--- config.mk ---
export PLATFORM = sky130hd
export DESIGN_NAME = reg8_out
export DESIGN_NICKNAME = d
export VERILOG_FILES = /design/src/rtl/reg8_out.sv
export SDC_FILE = /design/constraint.sdc
export NUM_CORES = 1
export LEC_CHECK = 0
export CAP_MARGIN = 40
export CORE_MARGIN = 4
export CORE_UTILIZATION = 61
export CTS_BUF_LIST = sky130_fd_sc_hd__clkbuf_4
export DETAILED_ROUTE_END_ITERATION = 12
export PLACE_DENSITY_LB_ADDON = 0.1
export SLEW_MARGIN = 20
export SYNTH_ARGS = -nofsm -noshare
export SYNTH_HDL_FRONTEND = slang
export SYNTH_SLANG_ARGS = --single-unit
--- constraint.sdc ---
create_clock -name clk -period 5.93 [get_ports clk]
set_input_delay 0.8895 -clock clk [delete_from_list [all_inputs] [get_ports clk]]
set_output_delay 0.8895 -clock clk [all_outputs]
set_load 0.01 [all_outputs]
--- src/rtl/reg8_out.sv ---
// Eight-stage N-bit output staging register: delay line in load mode, block
// rotation in recirculate mode. Define REG8OUT_DRAIN_EN to drain instead of rotate.
module reg8_out #(
  parameter int N = 8
) (
  input  logic         clk,
  input  logic         rst_n,  // active-high asynchronous reset despite the name
  input  logic [N-1:0] in,
  input  logic         s,
  output logic [N-1:0] out
);

  logic [N-1:0] stage [8];
  logic [N-1:0] feed;

  // Word entering stage[0]: the input in load mode, otherwise the recirculated
  // (or zero, when draining) word.
  always_comb begin
    feed = in;
    if (s) begin
`ifdef REG8OUT_DRAIN_EN
      feed = '0;
`else
      feed = stage[7];
`endif
    end
  end

  always_ff @(posedge clk or posedge rst_n) begin
    if (rst_n) begin
      for (int i = 0; i < 8; i++) stage[i] <= '0;
    end else begin
      stage[0] <= feed;
      for (int i = 1; i < 8; i++) stage[i] <= stage[i-1];
    end
  end

  assign out = stage[7];

endmodule

# ---- Yosys cells after proc, flatten, opt, wreduce, memory -nomap -nowiden
# Cells that the tools add are included.
dict set report word_totals {
  regBits 64
  in_bits 11
  out_inout_bits 8
}
dict set report classes {
  mux 1
}
# operator n
set ops {}
lappend ops {{8-bit 2-to-1 mux} 1}

# ---- Longest topological paths before layout
dict set report logic_depth {
  word_depth 1
  ltp_mapped 2
}

# ---- Least setup slack after synthesis
# OpenSTA, ideal clock, no wires.
dict set report synth_timing {
  path_type {input to register}
  startpoint {in s}
  endpoint {reg stage[56] (netlist bit)}
  t_arrival_ns 1.306
  required_time_ns 5.805
  slack_ns 4.498
  cell_stages 2
  path_buffers 1
  cell_sequence {buf_6 -> mux2_4}
}
dict set report synth_between {
  elab_chain_len 1
}
# element line
set synth_rtl {}
lappend synth_rtl {{from (decl)} 9} ;# input logic s,
lappend synth_rtl {{8-bit 2-to-1 mux} 20} ;# if (s) begin
lappend synth_rtl {{via feed[0]} 14} ;# logic [N-1:0] feed;
lappend synth_rtl {{to (decl)} 13} ;# logic [N-1:0] stage [8];
# The timed path passes the listed nets, and every way through them passes these cells.

# ---- Final worst setup path
dict set report layout_timing {
  startpoint {reg stage (netlist bit out[7])}
  endpoint {out out[7]}
}
# element line
set layout_rtl {}
lappend layout_rtl {{to (decl)} 10} ;# output logic [N-1:0] out
# No word-level cell between the ends.

==> metrics <==
critical hold path startpoint=stage[14]; top area cells in the synthesized netlist=dfrtp_1 (89%), mux2_4 (6.7%), buf_4 (3.3%), buf_6 (0.63%), inv_1 (0.21%); MaxCap Viol Count=0; Nets=roughly 120; ant diodes=0; HPWL Detailed=1290 um; clock sink count=64; combinational share of power=slightly below 5%; Clock transition at path regs=approximately 0.10 ns; Reg2Reg Capture Point=stage[60]; Netlist cell types=5; Synth top area share=between 80% and 90%; Synth Net Count=just over 90; max incr delay on CP=~0.55 ns; Top delay family on crit path=buffers and inverters; Critical Path, Cell by Cell=clkdlybuf4s50_1; gr usage total=14.76%; worst hold path cell count=0; Slew headroom=a little over three fifths; maximum vdd drop=around 0.41 mV; Max stage delay cell, worst path=clkdlybuf4s50_1; Crit. End Element=primary output; later-pin clock latency in the skew report=0.38 ns; Critical Path RT=a little over 5 ns; setup_tns=0 ns; Psw=~170 uW; Final Instance Area=2138 um^2; die area=slightly below 4000 um^2; Wirelength per Cell=16.66 um; Design Power=around 860 uW; count of antenna-violating nets left after detailed routing=0; Switching Fraction=19.71%; Buf/Inv on CP=1; Die Span Y=roughly 62 um; maximum clock frequency=between 0.4 and 0.5 GHz; final WL=approximately 2300 um; vias per inst=4.814; Int Power=688.2 uW; WHS Endpoint=out[6]; hold crit path type=reg -> reg; IO buf count=18; RD Place Congestion=around 0.67; Layout area overhead=19.01%; maximum root-to-sink buffer count=2; Worst Tran Pin Value=~0.55 ns; RSZ-0062 raised after global routing=no; Clk pwr share=~37%; Initial Util=64.60%; multi-input logic area=approximately 120 um^2; die width=between 60 and 70 um; Layout Cells excl Fill=140; Reg area=~1600 um^2; final setup margin=about 3.7 ns; crit path max fanout=2; hold buffer count at cts=0; syn_area_per_cell=about 22 um^2; DR vias=roughly 670; DRC=0; post-synthesis cell area=between 1500 and 2000 um^2; share of cells above drive strength 1=roughly a quarter; total grt overflow=0; postcts setup bufs=0; Critical Setup Path Class=reg -> out; global-route wire length before repair=~4000 um; clock buffer count from CTS=9; endpoints failing setup=0; Tmin final=around 2.2 ns; area leader, netlist=dfrtp_1; num rows=19; worst path arrival time=1.32 ns; Flop pwr share=~58%; #FFs+latches synth=between 60 and 70; Final period util=between 30% and 40%; YS warnings=0; CTS tree=done; Max Slew Vio Count=0; placed insts=123; FILL cells=166; Post-Place Cell Area=roughly 2000 um^2; Placement Setup Slack=roughly 3.8 ns; CTS HTree Levels=3; largest net degree at the start of global routing=65; Worst R2R Start=out[4]; TritonRoute pass-1 iters=3; Final Hold Viols=0; R2R depth=1; starting DRC count in detailed routing=33; post-synthesis cell count=82; Ports=19; clk_skew=0.01086 ns; status=completed; Power Density=~400 nW/um^2; Leak Pwr=around 0.001 uW; antenna violations before repair=0; register area share after synthesis=89.14%; CORE AREA=around 2800 um^2; vias in the first global route=~770; Clock Tree Root=clkbuf_4; post-cts resize count=0; CP Launch Type=flop; flop2flop setup slack=~5.1 ns
[final cells by class]
class,count,area share (%)
Clock buffer,12,4.213
Clock inverter,4,3.218
Inverter,1,0.1755
Multi-Input combinational cell,8,5.617
Sequential cell,64,74.90
Tap cell,31,1.814
Timing Repair Buffer,20,10.06
[state kept, by name, indices dropped and copies added (netlist names)]
register  flops
stage        56
out           8
[through the flow]
| stage | util (%) | hold WS [ns] |
|---|---|---|
| floorplan | - | 0.3312 |
| global placement | 70.18 | 0.3321 |
| detailed placement | 70.18 | 0.3347 |
| CTS | 75.89 | 0.3449 |
| global route | 76.88 | 0.3518 |
| finish | 76.88 | 0.3422 |
[Yosys cell counts]
master	n
mux2_4	8
dfrtp_1	64
inv_1	1
buf_6	1
buf_4	8
[cells in the final DEF (no fill, tap or decap)]
master,n
clkdlybuf4s50_1,18
inv_2,1
clkinv_1,1
dfrtp_1,64
mux2_4,8
clkinv_2,1
bufinv_16,2
buf_4,1
buf_16,1
clkbuf_4,12
[power groups by stage]
| stage | registers, uW | logic, uW | clock network [uW] |
|---|---|---|---|
| final | 495 | 42.0 | 321 |
| after detailed placement | 503 | 40.1 | 0 |
| after floorplan | 496 | 27.9 | 0 |
| after global routing | 500 | 45.9 | 357 |
| after global placement | 501 | 39.5 | 0 |
| after CTS | 496 | 40.3 | 332 |
[worst max-delay path by stage]
stage	start	end	slack [ns]	cells after the start
2_1_floorplan	rst_n	out[0]	3.44	1
3_3_place_gp	s	stage[58]	3.80	2
3_5_place_dp	s	stage[62]	3.77	2
4_1_cts	out[1]	out[1]	3.67	1
5_1_grt	out[4]	out[4]	3.62	1
6_report	out[7]	out[7]	3.72	1
[layer usage]
layer	global-route usage [%]	vias up	wire, um	share of wire [%]
li1	-	295	-	-
met1	20.49	350	1078	46
met2	17.88	21	1040	45
met3	9.009	8	150	6.4
met4	7.958	0	64	2.7
met5	0	-	0	0
[cells by family after synthesis]
group / count (synthesis) / synth area share (%)
buf+inv: 10 / 4.178
flops: 64 / 89.14
mux: 8 / 6.686
Note: power is estimated with default switching activity, not from simulation.
